--- config.mk ---
export PLATFORM = sky130hd
export DESIGN_NAME = dispatch_ctrl
export DESIGN_NICKNAME = d
export VERILOG_FILES = /design/src/rtl/dispatch_ctrl.sv
export SDC_FILE = /design/constraint.sdc
export NUM_CORES = 1
export LEC_CHECK = 0
export ABC_AREA = 1
export CAP_MARGIN = 20
export CORE_ASPECT_RATIO = 0.6
export CORE_MARGIN = 4
export CORE_UTILIZATION = 50
export CTS_CLUSTER_SIZE = 10
export DETAILED_ROUTE_END_ITERATION = 8
export HOLD_SLACK_MARGIN = 0.1
export PLACE_DENSITY_LB_ADDON = 0.2
export SLEW_MARGIN = 40
export SYNTH_ARGS = -nofsm -noshare
export SYNTH_HDL_FRONTEND = slang
export SYNTH_SLANG_ARGS = --single-unit
--- constraint.sdc ---
create_clock -name clk_in -period 6.4 [get_ports clk_in]
set_clock_uncertainty 0.1 [all_clocks]
set_input_delay 0.96 -clock clk_in [delete_from_list [all_inputs] [get_ports clk_in]]
set_output_delay 0.96 -clock clk_in [all_outputs]
set_load 0.02 [all_outputs]
--- src/rtl/dispatch_ctrl.sv ---
// dispatch_ctrl: instruction queue + dispatch scheduler.
//
// Buffers fetched {inst, pc} pairs in a 2^DEPTH_LOG-entry circular FIFO.
// The head entry is decoded combinationally. It is routed to the load/store
// buffer (LW/SW) or to the reservation station (everything else) once the ROB
// has room. Unsupported opcodes are dropped with a one-cycle illegal_out
// pulse. A flush empties the queue.
//
// Ports:
//   clk_in, rst_in (sync, active-high), rdy_in (global enable), flush_in
//   if_valid / if_inst / if_pc / if_ready    : fetch side
//   rob_ready, rs_ready, lsb_ready           : downstream free-slot flags
//   rs_valid, lsb_valid                      : dispatch strobes (transfer when high)
//   dis_name/rd/rs1/rs2/imm/pc               : decoded head entry
//   illegal_out                              : registered drop pulse
//   stall_cnt                                : dispatch stall counter
//
// Build option: define DISPATCH_STALL_CNT_EN to build the saturating stall
// counter. When it is undefined, stall_cnt is tied to zero.
//
// Operation codes (dis_name): 0 none, 1 ADD, 2 SUB, 3 LW, 4 SW, 5 BEQ,
// 6 LUI, 7 AUIPC, 8 JAL, 9 JALR.

module dispatch_decode (
  input  logic [31:0] inst,
  output logic        legal,
  output logic        is_mem,
  output logic [5:0]  name,
  output logic [4:0]  rd,
  output logic [4:0]  rs1,
  output logic [4:0]  rs2,
  output logic [31:0] imm
);
  localparam logic [5:0] ADD = 6'd1, SUB = 6'd2, LW = 6'd3, SW = 6'd4,
                         BEQ = 6'd5, LUI = 6'd6, AUIPC = 6'd7, JAL = 6'd8,
                         JALR = 6'd9;

  localparam logic [6:0] OP_R     = 7'b0110011, OP_LOAD = 7'b0000011,
                         OP_STORE = 7'b0100011, OP_BR   = 7'b1100011,
                         OP_LUI   = 7'b0110111, OP_AUIPC = 7'b0010111,
                         OP_JAL   = 7'b1101111, OP_JALR = 7'b1100111;

  logic [31:0] imm_i;

  assign imm_i = {{20{inst[31]}}, inst[31:20]};

  // Fields a format does not carry are left at their zero defaults.
  always_comb begin
    legal  = 1'b1;
    is_mem = 1'b0;
    name   = 6'd0;
    rd     = 5'd0;
    rs1    = 5'd0;
    rs2    = 5'd0;
    imm    = 32'd0;
    case (inst[6:0])
      OP_R: begin
        name = inst[30] ? SUB : ADD;
        rd   = inst[11:7];
        rs1  = inst[19:15];
        rs2  = inst[24:20];
      end
      OP_LOAD: begin
        name   = LW;
        is_mem = 1'b1;
        rd     = inst[11:7];
        rs1    = inst[19:15];
        imm    = imm_i;
      end
      OP_STORE: begin
        name   = SW;
        is_mem = 1'b1;
        rs1    = inst[19:15];
        rs2    = inst[24:20];
        imm    = {{20{inst[31]}}, inst[31:25], inst[11:7]};
      end
      OP_BR: begin
        name = BEQ;
        rs1  = inst[19:15];
        rs2  = inst[24:20];
        imm  = {{19{inst[31]}}, inst[31], inst[7], inst[30:25], inst[11:8], 1'b0};
      end
      OP_LUI: begin
        name = LUI;
        rd   = inst[11:7];
        imm  = {inst[31:12], 12'd0};
      end
      OP_AUIPC: begin
        name = AUIPC;
        rd   = inst[11:7];
        imm  = {inst[31:12], 12'd0};
      end
      OP_JAL: begin
        name = JAL;
        rd   = inst[11:7];
        imm  = {{11{inst[31]}}, inst[31], inst[19:12], inst[20], inst[30:21], 1'b0};
      end
      OP_JALR: begin
        name = JALR;
        rd   = inst[11:7];
        rs1  = inst[19:15];
        imm  = imm_i;
      end
      default: legal = 1'b0;
    endcase
  end
endmodule

module dispatch_ctrl #(
  parameter int DEPTH_LOG = 3
) (
  input  logic        clk_in,
  input  logic        rst_in,
  input  logic        rdy_in,
  input  logic        flush_in,
  input  logic        if_valid,
  input  logic [31:0] if_inst,
  input  logic [31:0] if_pc,
  output logic        if_ready,
  input  logic        rob_ready,
  input  logic        rs_ready,
  input  logic        lsb_ready,
  output logic        rs_valid,
  output logic        lsb_valid,
  output logic [5:0]  dis_name,
  output logic [4:0]  dis_rd,
  output logic [4:0]  dis_rs1,
  output logic [4:0]  dis_rs2,
  output logic [31:0] dis_imm,
  output logic [31:0] dis_pc,
  output logic        illegal_out,
  output logic [31:0] stall_cnt
);
  localparam int DEPTH = 1 << DEPTH_LOG;
  localparam logic [DEPTH_LOG:0] FULL_CNT = {1'b1, {DEPTH_LOG{1'b0}}};

  typedef struct packed {
    logic [31:0] inst;
    logic [31:0] pc;
  } entry_t;

  entry_t                 mem_q [DEPTH];
  entry_t                 mem_d [DEPTH];
  logic [DEPTH_LOG-1:0]   head_q, head_d;
  logic [DEPTH_LOG-1:0]   tail_q, tail_d;
  logic [DEPTH_LOG:0]     count_q, count_d;
  logic                   illegal_q, illegal_d;

  entry_t      head_ent;
  logic        not_empty, full, active, go, drop, enq, pop, show;
  logic        dec_legal, dec_is_mem;
  logic [5:0]  dec_name;
  logic [4:0]  dec_rd, dec_rs1, dec_rs2;
  logic [31:0] dec_imm;

  assign head_ent  = mem_q[head_q];
  assign not_empty = count_q != '0;
  assign full      = count_q == FULL_CNT;

  dispatch_decode u_dec (
    .inst   (head_ent.inst),
    .legal  (dec_legal),
    .is_mem (dec_is_mem),
    .name   (dec_name),
    .rd     (dec_rd),
    .rs1    (dec_rs1),
    .rs2    (dec_rs2),
    .imm    (dec_imm)
  );

  // Reset outranks flush, which outranks rdy_in; all three fold into one gate.
  assign active    = !rst_in && rdy_in && !flush_in;
  // if_ready looks only at registered occupancy, never at downstream readies.
  assign if_ready  = active && !full;
  assign go        = active && not_empty && rob_ready;
  assign lsb_valid = go && dec_legal &&  dec_is_mem && lsb_ready;
  assign rs_valid  = go && dec_legal && !dec_is_mem && rs_ready;
  // An illegal head leaves without needing ROB or target space.
  assign drop      = active && not_empty && !dec_legal;
  assign enq       = if_valid && if_ready;
  assign pop       = rs_valid || lsb_valid || drop;

  assign show     = !rst_in && not_empty;
  assign dis_name = show ? dec_name     : 6'd0;
  assign dis_rd   = show ? dec_rd       : 5'd0;
  assign dis_rs1  = show ? dec_rs1      : 5'd0;
  assign dis_rs2  = show ? dec_rs2      : 5'd0;
  assign dis_imm  = show ? dec_imm      : 32'd0;
  assign dis_pc   = show ? head_ent.pc  : 32'd0;

  always_comb begin
    mem_d   = mem_q;
    head_d  = head_q;
    tail_d  = tail_q;
    count_d = count_q;
    if (flush_in) begin
      head_d  = '0;
      tail_d  = '0;
      count_d = '0;
    end else begin
      if (enq) begin
        mem_d[tail_q] = '{inst: if_inst, pc: if_pc};
        tail_d        = tail_q + 1'b1;
      end
      if (pop) head_d = head_q + 1'b1;
      case ({enq, pop})
        2'b10:   count_d = count_q + 1'b1;
        2'b01:   count_d = count_q - 1'b1;
        default: count_d = count_q;
      endcase
    end
  end

  // drop already implies rdy_in, so the pulse clears itself even while frozen.
  assign illegal_d = drop;

  always_ff @(posedge clk_in) begin
    if (rst_in) begin
      head_q    <= '0;
      tail_q    <= '0;
      count_q   <= '0;
      illegal_q <= 1'b0;
    end else begin
      head_q    <= head_d;
      tail_q    <= tail_d;
      count_q   <= count_d;
      illegal_q <= illegal_d;
    end
  end

  // Storage needs no reset: occupancy alone decides which entries are live.
  always_ff @(posedge clk_in) begin
    mem_q <= mem_d;
  end

  assign illegal_out = illegal_q;

`ifdef DISPATCH_STALL_CNT_EN
  logic [31:0] stall_q, stall_d;
  logic        stall_inc;

  // A legal head that sits still for any reason (ROB or target full).
  assign stall_inc = rdy_in && !flush_in && not_empty && dec_legal &&
                     !(rs_valid || lsb_valid);

  always_comb begin
    stall_d = stall_q;
    if (stall_inc && stall_q != 32'hFFFF_FFFF) stall_d = stall_q + 32'd1;
  end

  always_ff @(posedge clk_in) begin
    if (rst_in) stall_q <= '0;
    else        stall_q <= stall_d;
  end

  assign stall_cnt = stall_q;
`else
  assign stall_cnt = 32'd0;
`endif

endmodule

# Word level (Yosys, flattened, before mapping)
# Cells that the tools add are included.
# word_totals
regBits	523
latch_bits	0
mem_bits_rw	0
romBits	0
output_inout_bits	121
elab_cells	94
memories	0
# classes
add_sub_neg	4
multipliers	0
n_div	0
n_lt_le_gt_ge	3
n_eq_ne	11
shift	0
muxes	21
bitwise	3
n_reduce_logical	32
# ops
operator	n
$bwmux 512	1
$bmux 64 s3	1
$demux 64 s3	1
$mux 64	3
$pmux 32 s5	1
$mux 32	2
$pmux 6 s8	1
$mux 5	6
$eq 7x6->1 const B	3
$eq 7x7->1 const B	3
$logic_and 1x1->1	14
$ge 4x4->1 const B	2
$not 3->4	2
$pmux 4 s2	1
$reduce_or 2->1	4
$reduce_or 8->1	1
$eq 7x2->1 const B	1
$eq 7x5->1 const B	1
$add 3x1->3 const B	2
$mux 6	1
$reduce_or 6->1	1
$logic_not 1->1	5
$reduce_or 5->1	1
$add 4x1->4 const B	1
other kinds (13)	15

# Longest topological paths before layout
# Gate-level depths: netlist of the first run.
# depth
depth_word	14
ltp_mapped	24

# Cells and area by module
# A second synthesis of the first run with hierarchy kept.
# unflattened
cells_unflattened	1892
hier_area_um2	22054.9
# modules_own_cells
module	n_inst	cells_each	area_per_inst_um2
dispatch_ctrl	1	1735	21231.6
dispatch_decode	1	157	823.3

# Worst setup path after synthesis of the first run
# No wires, ideal clock.
# synth_timing
kind	in2reg
startpoint	input port flush_in
endpoint	register mem_q[100] (netlist name) (enable)
arrival_time_ns	5.200
slack_ns	0.614
path_stages	8
path_buffers	0
cell_sequence	nor2_1 inv_1 nor2_1 inv_1 a31oi_1 nand2_1 or2_2 nor2_1
# synth_between
elab_chain_len	5
elab_cells_between_ends	6
cone_classes	bitwise (1); reduce/logical (5)
# synth_rtl
item	line	source
start: declaration	115	input logic flush_in,
$logic_not 1->1	172	assign active = !rst_in && rdy_in && !flush_in;
$logic_and 1x1->1	172	
$logic_and 1x1->1	174	assign if_ready = active && !full;
net if_ready	119	output logic if_ready,
$logic_and 1x1->1	180	assign enq = if_valid && if_ready;
$reduce_and 2->1 (no line)	-	
end signal: assignment	233	mem_q <= mem_d;
end: declaration	142	entry_t mem_q [DEPTH];
# The timed path passes the listed nets, and every way through them passes these cells.
# A chain may end at the register's enable or synchronous reset.

# Worst setup path after layout of the first run
# layout_timing
startpoint	register head_q[0]
endpoint	output port dis_imm[10]
# layout_between
elab_chain_len	8
elab_cells_between_ends	15
cone_classes	eq/ne (7); mux (5); bitwise (1); reduce/logical (2)
# layout_rtl
item	line	source
start: declaration	144	logic [DEPTH_LOG-1:0] head_q, head_d;
start signal: assignment	219	head_q <= '0;
start signal: assignment	224	head_q <= head_d;
$not 3->4 (not written as such) *	156	assign head_ent = mem_q[head_q];
$bmux 64 s3 *	156	
$mux 64 (not written as such) * (2 in a row)	156	
$eq 7x2->1 (tied with other cells)	56	case (inst[6:0])
$reduce_or 2->1 (no line)	-	
$pmux 32 s5 *	56	
$mux 32 *	188	assign dis_imm = show ? dec_imm : 32'd0;
end: declaration	129	output logic [31:0] dis_imm,
# Mark *: on every way between the ends. The rest lies on a longest branch, timed or not. The select of a mux whose other input is x is not followed.

==> flow_summary.yaml, run 1 <==
yosys:
  muxShareOfSynthArea: 0
  synth_top_area_cell: "edfxtp_1"
  synth.most_common_cell: "edfxtp_1"
  syn_area_um2: 21500
  synth-compound-area-share: 0.0983
  yosys.area_share.adder: 0.00384
  avgSynthCellArea_um2: 12.0
  async_reset_ff_frac: 0
  synth_top_flop_cell: "edfxtp_1"
  synth_cells: 1784
  yosysSeqAreaShare: 0.726
  synth.area.top_cells: "edfxtp_1 (72%), nor2_1 (5.1%), nand2_1 (4.9%)"
  synth_top_area_share: 0.716
  synth-seq-cells: 523
  synth_cell_types: 38
  ys_top_cells_by_count: "edfxtp_1 (512), nor2_1 (291), nand2_1 (283)"
  yosysWarnings: 0
  yosys.area_share.simple: 0.125
  synth-edff-count: 512
  synth-xor-area-share: 0.000815
  synth_top_family_by_area: "simple AND/OR/NAND/NOR gates"
grt:
  grt_max_degree: 143
  overflow: 0
  grt_use_total: 0.224
  grt_pass1_vias: 13300
  grt_first_pass_wirelength_um: 80400
  antenna_found_initial: 4
placed_design:
  gp_congestion: 0.840
  portBuffers: 158
  post-dp-hpwl_um: 28600
hold_path:
  hp-start: "count_q[3]$_SDFFE_PP0P_"
  min_delay_path_depth: 2
  hold_path_end: "count_q[3]$_SDFFE_PP0P_"
  hp-class: "reg2reg"
finish:
  n_antenna_cell: 0
  drive_above_1_share: 0.0595
  syn_to_final_growth_pct: 17.2
  multi_input_area_um2: 5090
  regArea_um2: 15600
  finish.utilization: 0.598
  final_nets: 1999
  nFillCells: 3312
sta:
  fmax_mhz: 171
  rsz0062_at_grt: "false"
  hold_viol: 0
  post-route-period-util: 0.916
  slew_headroom: 0.455
  drv_slew: 0
  final.setup.tns_ns: 0
  setup_viol_count_final: 0
  whs_ns: 0.405
  min_period_ns: 5.86
  worstMarginPinSlew_ns: 0.817
drt:
  route.vias.total: 14000
  ant_nets: 0
  wl_um: 52400
  first_iter_violations: 1563
  wl_per_cell_um: 20.9
  drc_errors: 0
  firstDrtPassIters: 8
  vias_per_cell: 5.57
cts:
  cts_hold_buf: 0
  cts_root_buf: "clkbuf_16"
  ctsHtreeMaxLevel: 2
  cts_tree: "yes"
  insertion_delay_ns: 0.58
  clkSinkCount: 523
  ctsResizeCount: 0
  clk_pin_slew_ns: 0.06
  cts_buffers: 58
  cts_setup_buffers: 0
  ctsLongestPathBuffers: 3
setup_path:
  reg2reg_slack_ns: 1.85
  worstReg2RegEnd: "count_q[3]$_SDFFE_PP0P_"
  reg2regPathDepth: 25
  end_kind: "output pin"
  worstPathArrival_ns: 4.80
  rr_startpoint: "head_q[0]$_SDFFE_PP0P_"
  crit_type: "reg2out"
  critPathLaunchType: "flop"
  cp.required_ns: 5.34
  worst-path-max-fanout: 128
power_and_ir_drop:
  ir_worst_vdd_mv: 0.247
  power_density_nw_per_um2: 270
  total_power_w: 0.00679
  p_leak_nw: 8.79
floorplanning:
  io_pins: 193
  die_w_um: 276
  die_h_um: 169
  start_util: 0.510
  die_area_um2: 46500
  rows: 58
  core_area_um2: 42200
flow_run:
  drv_cap: 0
outcome:
  status: "completed"
where the power goes:
| group | internal, W | switching [W] | total (W) |
|---|---|---|---|
| logic | 0.0000559 | 0.000105 | 0.000160 |
| clock network | 0.00164 | 0.00122 | 0.00286 |
| registers | 0.00377 | 0.00000238 | 0.00377 |
stage by stage:
step | worst slack, ns | cells | cell area, um^2
after floorplan | 0.614 | 1817 | 21600
after global placement | 1.30 | 2427 | 23500
after detailed placement | 1.15 | 2431 | 23600
after CTS | 0.524 | 2504 | 25200
after global routing | 0.247 | 2504 | 25200
final | 0.541 | 2504 | 25200
layer usage:
| layer | up-vias | wire length, um | track usage | share of wire |
|---|---|---|---|---|
| li1 | 6564 | - | - | - |
| met1 | 6739 | 23500 | 0.339 | 0.45 |
| met2 | 554 | 23400 | 0.336 | 0.45 |
| met3 | 92 | 4290 | 0.0458 | 0.082 |
| met4 | 8 | 1140 | 0.0549 | 0.022 |
| met5 | - | 51 | 0 | 0.00097 |
registers in the layout, summed over array words and instances, names as in the netlist:
register	count
count_q	4
head_q	3
illegal_out	1
mem_q	512
tail_q	3
logic make-up (layout without fill, tap and decap cells):
| kind of cell | after synthesis | after routing |
|---|---|---|
| AO/OA/AOI/OAI | 367 | 367 |
| XOR/XNOR | 2 | 2 |
| buffers and inverters | 214 | 331 |
| other | 1 | 34 |
| flip-flops | 523 | 523 |
| AND/OR/NAND/NOR | 671 | 671 |
| adder cells (fa/ha/maj) | 6 | 6 |
worst max path at each step:
stage | startpoint | depth (start not counted) | to
2_1_floorplan | flush_in | 8 | mem_q[100]$_DFFE_PP_
3_3_place_gp | head_q[0]$_SDFFE_PP0P_ | 15 | dis_imm[10]
3_5_place_dp | head_q[0]$_SDFFE_PP0P_ | 16 | dis_imm[10]
4_1_cts | head_q[0]$_SDFFE_PP0P_ | 16 | dis_imm[10]
5_1_grt | head_q[0]$_SDFFE_PP0P_ | 16 | dis_imm[7]
6_report | head_q[0]$_SDFFE_PP0P_ | 16 | dis_imm[10]
area by class of cell:
cell class                 instances  area share
sequential                       523       0.619
multi-input combinational       1080       0.202
timing repair buffer             183      0.0768
clock buffer                      70      0.0602
tap                              570      0.0283
inverter                          75      0.0116
clock inverter                     3     0.00149
cells in the final DEF, fill, tap and decap left out, drive strengths merged, types with 3 or more instances in the layout:
cell / synthesis / layout
nand2: 283 / 283
nor2: 295 / 295
clkbuf: 67 / 70
clkdlybuf4s50: 0 / 158
edfxtp: 512 / 512
dfxtp: 11 / 11
o21ai: 190 / 190
a32o: 20 / 20
inv: 74 / 75
buf: 72 / 25
conb: 1 / 34
o221ai: 3 / 3
ha: 5 / 5
a31oi: 41 / 41
a21oi: 59 / 59
a32oi: 11 / 11
nand3: 89 / 89
o22ai: 37 / 37
clkinv: 1 / 3
critical path: stages (launching register included):
cell and delay (ns):
dfxtp_4 0.52, buf_12 0.15, buf_16 0.37, buf_16 0.38, nand2_1 0.10, nand3_1 0.13
nand3_1 0.09, nand2_1 0.11, nand3_2 0.12, nor2_2 0.35, nor2_1 0.12, nand2_1 0.12
inv_2 0.05, a21oi_1 0.17, nand2_1 0.41, nor2_1 0.27, clkdlybuf4s50_1 0.63
Note: power is estimated with default switching activity, not from simulation.
==> run 2, diff against run 1 <==
--- a/config.mk
+++ b/config.mk
@@ -12,6 +12,7 @@
 export CORE_UTILIZATION = 50
 export CTS_CLUSTER_SIZE = 10
 export DETAILED_ROUTE_END_ITERATION = 8
+export GPL_ROUTABILITY_DRIVEN = 1
 export HOLD_SLACK_MARGIN = 0.1
 export PLACE_DENSITY_LB_ADDON = 0.2
 export SLEW_MARGIN = 40
==> results of run 2 <==
Final layout, timing and power as in run 1 (identical DEF).
==> run 3, diff against run 2 <==
--- a/config.mk
+++ b/config.mk
@@ -8,7 +8,6 @@
 export ABC_AREA = 1
 export CAP_MARGIN = 20
 export CORE_ASPECT_RATIO = 0.6
-export CORE_MARGIN = 4
 export CORE_UTILIZATION = 50
 export CTS_CLUSTER_SIZE = 10
 export DETAILED_ROUTE_END_ITERATION = 8
==> flow_summary.yaml, run 3 (synthesis gave the netlist of run 1 again) <==
setup_path:
  worstReg2RegEnd: "count_q[3]$_SDFFE_PP0P_"
  rr_startpoint: "head_q[0]$_SDFFE_PP0P_"
  critPathLaunchType: "flop"
  crit_type: "reg2out"
  end_kind: "output pin"
  worst-path-max-fanout: 68
  reg2reg_slack_ns: 2.00
  cpLargestDelayFamily: "buffers and inverters"
  cp.required_ns: 5.34
  worstPathArrival_ns: 4.70
  reg2regPathDepth: 23
  critPathBufInv: 3
  critPathMaxStageDelay_ns: 0.70
  cpMaxStageDelayCell: "clkdlybuf4s50_1"
  worstPathCellList: "buf_4 -> buf_4 -> a21oi_1 -> a21oi_1 -> a22oi_2 -> a21oi_2 -> a31oi_1 -> nor2_1 -> clkdlybuf4s50_1"
cts:
  cts_tree: "yes"
  clkSinkCount: 523
  ctsLongestPathBuffers: 3
  insertion_delay_ns: 0.58
  cts_setup_buffers: 0
  clk_pin_slew_ns: 0.06
  cts_root_buf: "clkbuf_16"
  cts_buffers: 58
  ctsResizeCount: 0
  cts_hold_buf: 0
  ctsHtreeMaxLevel: 2
sta:
  drv_slew: 0
  layout_setup_ws_ns: 0.636
  slew_headroom: 0.429
  post-route-period-util: 0.901
  worstMarginPinSlew_ns: 0.857
  min_period_ns: 5.76
  rsz0062_at_grt: "false"
  setup_viol_count_final: 0
  fmax_mhz: 173
  final.setup.tns_ns: 0
  hold_viol: 0
power_and_ir_drop:
  power_density_nw_per_um2: 272
  power_frac_seq: 0.553
  swShare: 0.196
  p_sw_w: 0.00134
  ir_worst_vdd_mv: 0.194
  power.internal_w: 0.00549
  p_leak_nw: 8.76
  power_frac_clock: 0.424
  combPwrFrac: 0.024
placed_design:
  dpl_cell_area_um2: 23500
  place_ws_ns: 1.26
  gp_congestion: 0.876
  post-dp-hpwl_um: 27300
  portBuffers: 158
drt:
  route.vias.total: 14000
  first_iter_violations: 1390
  wl_um: 50800
  ant_nets: 0
  wl_met2_um: 22900
  vias_per_cell: 5.59
  top_layer: "met4"
  met3_length_um: 3790
  firstDrtPassIters: 5
  wl_met1_um: 23200
  drc_errors: 0
  wl_per_cell_um: 20.3
floorplanning:
  die_area_um2: 43800
  core_area_um2: 42100
  start_util: 0.511
  io_pins: 193
  die_h_um: 163
  rows: 58
  die_w_um: 270
finish:
  drive_above_1_share: 0.0572
  syn_to_final_growth_pct: 17.0
  mostFrequentLayoutCells: "edfxtp_1 (512), nand2_1 (283), nor2_1 (282), o21ai_0 (190), clkdlybuf4s50_1 (158)"
  largest_register_ffs: 512
  largestRegisters: "mem_q (512), count_q (4)"
  nFillCells: 3321
  n_antenna_cell: 0
  finish.utilization: 0.597
  final_common_cell: "edfxtp_1"
  largest_register: "mem_q"
  final_nets: 1995
  final_area_um2: 25100
outcome:
  status: "completed"
grt:
  grt_max_degree: 134
  grt_pass1_vias: 13300
  grt_first_pass_wirelength_um: 77900
  antenna_found_initial: 0
  overflow: 0
  grt_use_total: 0.230
hold_path:
  hold_path_end: "tail_q[0]$_SDFFE_PP0P_"
  hp-class: "reg2reg"
  min_delay_path_depth: 2
  hp-start: "tail_q[0]$_SDFFE_PP0P_"
flow_run:
  drv_cap: 0
## run 3: per-stage QoR
| step | total power, W | hold slack [ns] | std cells |
|---|---|---|---|
| after floorplan | 0.00391 | 0.360 | 1817 |
| after global placement | 0.00400 | 0.375 | 2427 |
| after detailed placement | 0.00400 | 0.397 | 2427 |
| after CTS | 0.00687 | 0.409 | 2511 |
| after global routing | 0.00701 | 0.417 | 2511 |
| final | 0.00683 | 0.406 | 2511 |
## run 3: worst reg2reg max path, stage by stage, from the launching register on
cell and delay (ns):
dfxtp_4 0.63, buf_4 0.59, nor2_1 0.12, nor2_1 0.11, nand2_1 0.07, nand3_1 0.09, nand2_1 0.13, nand3_1 0.17
nor2_1 0.06, buf_4 0.19, nor2_1 0.21, nand3_1 0.17, nand3_2 0.13, nand3_4 0.13, ha_1 0.26, ha_1 0.33
nand2_1 0.07, nor2_1 0.04, a211oi_1 0.23, nor2_1 0.07, nor2_1 0.08, nand2_1 0.07, o21ai_0 0.17, a21oi_1 0.06
## run 3: power groups by stage
| stage | logic, W | clock network [W] | registers (W) |
|---|---|---|---|
| after floorplan | 0.0000702 | 0 | 0.00384 |
| final | 0.000162 | 0.00289 | 0.00377 |
| after global placement | 0.000157 | 0 | 0.00384 |
| after detailed placement | 0.000161 | 0 | 0.00384 |
| after global routing | 0.000175 | 0.00307 | 0.00377 |
| after CTS | 0.000161 | 0.00293 | 0.00377 |
## run 3: per-layer routing
layer  track usage  vias up
li1              -     6569
met1         0.342     6807
met2         0.354      569
met3        0.0408       82
met4        0.0581        0
met5             0        -
## run 3: how the worst max path moves through the flow
stage	endpoint	slack, ns	startpoint	cells after the start
final	dis_imm[28]	0.64	head_q[0]$_SDFFE_PP0P_	9
after global placement	dis_imm[28]	1.42	head_q[0]$_SDFFE_PP0P_	9
after CTS	dis_imm[28]	0.64	head_q[0]$_SDFFE_PP0P_	9
after detailed placement	dis_imm[28]	1.26	head_q[0]$_SDFFE_PP0P_	9
after global routing	dis_imm[29]	0.23	head_q[0]$_SDFFE_PP0P_	14
after floorplan	mem_q[100]$_DFFE_PP_	0.61	flush_in	8
## run 3: layout make-up
cell class	count	area (um^2)	area share
Clock buffer	81	1560	0.0620
Clock inverter	3	37.5	0.00149
Inverter	75	293	0.0117
Multi-Input combinational cell	1080	5090	0.203
Sequential cell	523	15600	0.621
Tap cell	570	713	0.0284
Timing Repair Buffer	179	1830	0.0728
